File: src/rtl/la_pkg.sv
// la_pkg: definitions shared across the logic analyzer blocks.
//   cap_state_t  : capture sequencer state encoding
//   LA_ADDR_W    : default sample RAM address width
//   LA_NUM_CH    : default number of channel trigger units
package la_pkg;

  typedef enum logic [2:0] {
    IDLE  = 3'd0,
    PRE   = 3'd1,
    ARMED = 3'd2,
    POST  = 3'd3,
    DONE  = 3'd4
  } cap_state_t;

  localparam int LA_ADDR_W = 9;
  localparam int LA_NUM_CH = 5;

endpackage

File: src/rtl/capture_ctrl.sv
// capture_ctrl: capture sequencer for the logic analyzer.
//
// Fills the circular sample RAM with pre-trigger data, then arms the channel
// trigger units. Once every channel condition and the protocol trigger agree,
// it records where the post-trigger data starts, writes trig_pos more samples
// and reports capture_done.
//
// Ports
//   clk          : system clock, all logic on posedge
//   rst          : asynchronous, active-high reset
//   start        : 1-cycle pulse, begin a capture (honoured in IDLE and DONE)
//   abort        : 1-cycle pulse, cancel and return to IDLE (beats start)
//   smpl_en      : decimated sample strobe, one RAM write per strobe while busy
//   trig_pos     : post-trigger sample count, latched on an accepted start
//   chan_trig    : per-channel trigger condition (1 = met or don't-care)
//   prot_trig    : protocol trigger, tie high if unused
//   armed        : to chan_trig units; low clears their edge latches
//   we           : RAM write enable
//   waddr        : RAM write address
//   trig_addr    : address of the first post-trigger sample
//   triggered    : sticky, trigger accepted during this run
//   capture_done : capture complete, RAM content stable
//   busy         : state is PRE, ARMED or POST
//   state_dbg    : current sequencer state, for observation only
//
// Interface timing: start and abort are single-cycle command pulses with no
// handshake; they act on the rising edge where they are sampled high. A RAM
// write happens on every cycle where we=1, at the address shown on waddr in
// that same cycle; waddr advances on the following edge.
module capture_ctrl
  import la_pkg::*;
#(
  parameter int NUM_CH = LA_NUM_CH,
  parameter int ADDR_W = LA_ADDR_W
) (
  input  logic              clk,
  input  logic              rst,
  input  logic              start,
  input  logic              abort,
  input  logic              smpl_en,
  input  logic [ADDR_W-1:0] trig_pos,
  input  logic [NUM_CH-1:0] chan_trig,
  input  logic              prot_trig,
  output logic              armed,
  output logic              we,
  output logic [ADDR_W-1:0] waddr,
  output logic [ADDR_W-1:0] trig_addr,
  output logic              triggered,
  output logic              capture_done,
  output logic              busy,
  output cap_state_t        state_dbg
);

  localparam int DEPTH = 2 ** ADDR_W;
  localparam logic [ADDR_W-1:0] LAST_ADDR = ADDR_W'(DEPTH - 1);
  localparam logic [ADDR_W-1:0] ONE       = ADDR_W'(1);

  cap_state_t        state;
  cap_state_t        state_nxt;

  logic [ADDR_W-1:0] tp_l;
  logic [ADDR_W-1:0] pre_cnt;
  logic [ADDR_W-1:0] post_cnt;
  logic [ADDR_W-1:0] pre_last;
  logic [ADDR_W-1:0] post_last;
  logic              trig_q;
  logic              trig_fire;
  logic              start_ok;

  // Status outputs decode straight from the state register, so an async
  // reset drops them in the same instant it clears the state.
  assign busy         = (state == PRE) || (state == ARMED) || (state == POST);
  assign armed        = (state == ARMED) || (state == POST);
  assign capture_done = (state == DONE);
  assign we           = smpl_en & busy;
  assign state_dbg    = state;

  // The pre-trigger region holds DEPTH - tp_l samples; the last of them is
  // written when pre_cnt reaches DEPTH-1-tp_l. trig_pos is ADDR_W bits wide,
  // so it never exceeds DEPTH-1 and latching it unchanged keeps the counters
  // within range.
  assign pre_last  = LAST_ADDR - tp_l;
  assign post_last = tp_l - ONE;

  // A start is only honoured when no capture is running, and never together
  // with an abort.
  assign start_ok  = start && !abort && ((state == IDLE) || (state == DONE));

  // trig_q is registered one cycle before it is acted on; it only counts
  // while we are still waiting in ARMED.
  assign trig_fire = trig_q && (state == ARMED);

  // ---------------------------------------------------------------------
  // State register
  // ---------------------------------------------------------------------
  always_ff @(posedge clk or posedge rst) begin
    if (rst) begin
      state <= IDLE;
    end else begin
      state <= state_nxt;
    end
  end

  // ---------------------------------------------------------------------
  // Next-state logic
  // ---------------------------------------------------------------------
  always_comb begin
    state_nxt = state;
    if (abort) begin
      state_nxt = IDLE;
    end else begin
      case (state)
        IDLE: begin
          if (start) state_nxt = PRE;
        end
        PRE: begin
          if (we && (pre_cnt == pre_last)) state_nxt = ARMED;
        end
        ARMED: begin
          if (trig_fire) state_nxt = (tp_l != '0) ? POST : DONE;
        end
        POST: begin
          if (we && (post_cnt == post_last)) state_nxt = DONE;
        end
        DONE: begin
          if (start) state_nxt = PRE;
        end
        default: state_nxt = IDLE;
      endcase
    end
  end

  // ---------------------------------------------------------------------
  // Datapath: address, counters, trigger capture
  // ---------------------------------------------------------------------
  always_ff @(posedge clk or posedge rst) begin
    if (rst) begin
      tp_l      <= '0;
      pre_cnt   <= '0;
      post_cnt  <= '0;
      waddr     <= '0;
      trig_addr <= '0;
      trig_q    <= 1'b0;
      triggered <= 1'b0;
    end else if (abort) begin
      // Address registers keep their values so the host can still inspect
      // where the aborted run stopped.
      trig_q    <= 1'b0;
      triggered <= 1'b0;
    end else if (start_ok) begin
      tp_l      <= trig_pos;
      pre_cnt   <= '0;
      post_cnt  <= '0;
      waddr     <= '0;
      trig_q    <= 1'b0;
      triggered <= 1'b0;
    end else begin
      // Natural ADDR_W-bit wrap gives the circular addressing.
      if (we) begin
        waddr <= waddr + ONE;
      end

      if ((state == PRE) && we) begin
        pre_cnt <= pre_cnt + ONE;
      end

      trig_q <= armed & (&chan_trig) & prot_trig;

      if (trig_fire) begin
        // If a write lands in the same cycle, the next sample is the first
        // one that belongs to the post-trigger region.
        trig_addr <= waddr + (we ? ONE : '0);
        triggered <= 1'b1;
        post_cnt  <= '0;
      end else if ((state == POST) && we) begin
        post_cnt <= post_cnt + ONE;
      end
    end
  end

endmodule

File: config.mk
export PLATFORM = sky130hd
export DESIGN_NAME = capture_ctrl
export DESIGN_NICKNAME = d
export VERILOG_FILES = /design/src/rtl/la_pkg.sv /design/src/rtl/capture_ctrl.sv
export SDC_FILE = /design/constraint.sdc
export NUM_CORES = 1
export LEC_CHECK = 0
export ABC_AREA = 1
export CORE_AREA = 4 4 106 108
export CTS_BUF_LIST = sky130_fd_sc_hd__clkbuf_4 sky130_fd_sc_hd__clkbuf_8 sky130_fd_sc_hd__clkbuf_16
export CTS_CLUSTER_DIAMETER = 30
export DETAILED_ROUTE_END_ITERATION = 12
export DIE_AREA = 0 0 110 112
export PLACE_DENSITY_LB_ADDON = 0.15
export SLEW_MARGIN = 30
export SYNTH_ARGS = -nofsm -noshare
export SYNTH_HDL_FRONTEND = slang
export SYNTH_SLANG_ARGS = --single-unit
File: constraint.sdc
create_clock -name clk -period 2.2 [get_ports clk]
set_clock_uncertainty 0.15 [all_clocks]
set_input_delay 0.44 -clock clk [delete_from_list [all_inputs] [get_ports clk]]
set_output_delay 0.44 -clock clk [all_outputs]
set_load 0.01 [all_outputs]
==> run summary <==
Outcome: finished, final reports clean
Synth async-reset ratio: 1.00
DP Area: 3820 um2
DRT Pass-1 Iters: 4
Setup-failing EPs final: 0
Fraction of layout cells with a size suffix above 1: 0.146
Worst EP arrival: 1.53 ns
Fin crit period: 2.12 ns
# clock sinks: 50
Clock Latency Late Sink: 0.30 ns
Dpl hpwl: 5.77 mm
Register area: 1250 um2
Post-synth EDFFs: 0
Row count: 37
Vias per cell: 4.45
Most common cell after layout, fill and taps aside: nand2_1
Final net count: 505
Crit Path Max Fanout: 8
Setup TNS: 0 ns
Clock Pin Slew Worst Setup and Hold Paths: 0.10 ns
Pwr Total: 3.49 mW
Total number of vias: 2742
Worst Tran Pin Value: 0.301 ns
Max frequency: 0.473 GHz
Starting Density: 0.295
GRT Overall Usage: 0.129
Hold Slack: 0.338 ns
Leakage: 1.87 nW
Register area share after synthesis: 0.414
DR iter-0 viols: 86
Synth warn: 0
Pwr/cell area: 880 nW/um2
Hold Vio Cnt, Final: 0
Core area: 10200 um2
Post-Syn Area: 3020 um2
Syn avg cell area: 7.50 um2
CTS HTree Levels: 2
Post-synthesis net count: 429
Antenna violations before repair: 0
CTS Root Cell: clkbuf_8
Total CTS buffers: 5
Die area: 12300 um2
Post-synthesis instance total: 403
# diodes: 0
WP data required: 1.61 ns
Final core occ: 0.387
Reg2Reg Launch Point: state_dbg[1]$_DFFE_PP0P_
Drt wl/cell: 11.9 um
# fillers: 1074
Drt drc: 0
Pin count of the biggest net entering global routing: 51
Detail Route Antenna Nets: 0
Unique cell type count in the Yosys netlist: 34
Routed Wire Length: 7.36 mm
RSZ-0062 raised after global routing: no
Seq cells post-synth: 50
Die width: 110 um
Commonest cells after routing, fill and taps aside: 112 x nand2_1, 48 x inv_1, 47 x dfrtp_1, 42 x clkdlybuf4s50_1, 39 x nor2_1
IR Drop Worst-Case VDD: 421 uV
I/O pins: 46
Maximum buffer depth of the clock tree: 2
Rel. slew slack: 0.798
Area occupied by multi-input gates: 1530 um2
Critical Path End Type: output port
Startpoint types: flip-flop
Hold Crit Class: input pin to async pin
Worst Setup SP: state_dbg[2]$_DFFE_PP0P_
Ys flop type: dfrtp_1
Max_cap viols: 0
Total gr overflow: 0
Chip Height: 112 um
I/O Buffers: 45
Crit Path Category: flip-flop to output port
Fin. max-slew vios: 0
Number of global-route vias before repair: 2681
Final period util: 0.961
TritonCTS clock tree: built
Routability cong.: 0.801
Synth-to-Final Area Change: 31.1%
Post-route cell area: 3960 um2
First-pass GRT wire length: 12.8 mm
==> path summary, 6_finish.rpt <==
kind	end	slack (ns)	cells past startpoint
worst max-delay path	armed	0.08	2
worst min-delay path	pre_cnt[7]$_DFFE_PP0P_	0.34	3
worst max register to register	state_dbg[0]$_DFFE_PP0P_	0.18	13
worst min register to register	trig_addr[1]$_DFFE_PP0P_	0.34	2
max in group asynchronous	state_dbg[0]$_DFFE_PP0P_	1.31	3
min in group clk	trig_addr[1]$_DFFE_PP0P_	0.34	2
==> stage by stage <==
step / setup slack, ns / instances
global placement: -0.195 / 605
CTS: 0.00141 / 616
finish: 0.0849 / 616
global route: 0.00229 / 616
floorplan: 0.166 / 403
detailed placement: -0.210 / 605
==> Yosys cell counts (2+ instances only) <==
cell type | number | share of area
nor2_2 | 3 | 0.0062
xnor2_1 | 5 | 0.014
xor2_1 | 14 | 0.041
nand3_1 | 21 | 0.035
nand4_1 | 6 | 0.012
a21oi_1 | 16 | 0.026
o21a_1 | 2 | 0.0050
nand2_2 | 2 | 0.0041
o22ai_1 | 3 | 0.0062
nor3_1 | 12 | 0.020
nor3_2 | 2 | 0.0066
nor2_1 | 39 | 0.048
nor2_4 | 8 | 0.030
dfrtp_1 | 50 | 0.41
clkbuf_1 | 2 | 0.0025
inv_2 | 7 | 0.0087
o31ai_1 | 2 | 0.0050
inv_1 | 49 | 0.061
ha_1 | 6 | 0.025
nand3_2 | 2 | 0.0066
nand2_1 | 112 | 0.14
o21ai_0 | 19 | 0.031
o21ai_1 | 10 | 0.017
==> flip-flops by register name, indices dropped and copies added, names as in the netlist <==
register   flops
tp_l           9
state_dbg      3
post_cnt       9
trig_addr      9
pre_cnt        9
triggered      1
waddr          9
trig_q         1
==> final cells by class <==
type                       count  area share
sequential                    50       0.317
clock buffer                   5      0.0174
tap                          136      0.0429
timing repair buffer          74       0.173
clock inverter                 3      0.0110
inverter                      57      0.0546
multi-input combinational    291       0.385
==> power by group <==
group	internal [mW]	switching [mW]	total (mW)
Sequential	1.09	0.240	1.33
Clock	0.341	0.329	0.670
Combinational	0.657	0.826	1.48
==> kinds of logic (layout without fill, tap and decap cells) <==
logic type      after synthesis  after routing  synth area share
fa+ha+maj                     6              6            0.0248
flops                        50             50             0.414
buf+inv                      62            139            0.0815
simple gates                212            212             0.328
compound gates               54             54            0.0969
xor+xnor                     19             19            0.0550
==> layer usage <==
metal  wire (um)  share of wire  global-route usage
met1        3530           0.48               0.176
met2        3520           0.48               0.210
met3         227          0.031              0.0232
met4          91          0.012              0.0349
met5           0              0                   0
==> critical path, stage by stage (launching register included) <==
cell and delay (ns):
dfrtp_2 0.50, nor2_4 0.17, clkdlybuf4s50_1 0.55
==> timing repair <==
| action | in CTS | in global routing |
|---|---|---|
| endpoints found under the hold margin | 0 | 0 |
| setup endpoints to repair | 2 | 4 |
| setup buffers | 3 | 0 |
| gates cloned | 0 | 0 |
| hold buffers | 0 | 0 |
| pin swaps | 1 | 1 |
| gates resized for setup | 4 | 2 |
(Power assumes the default switching activity.)
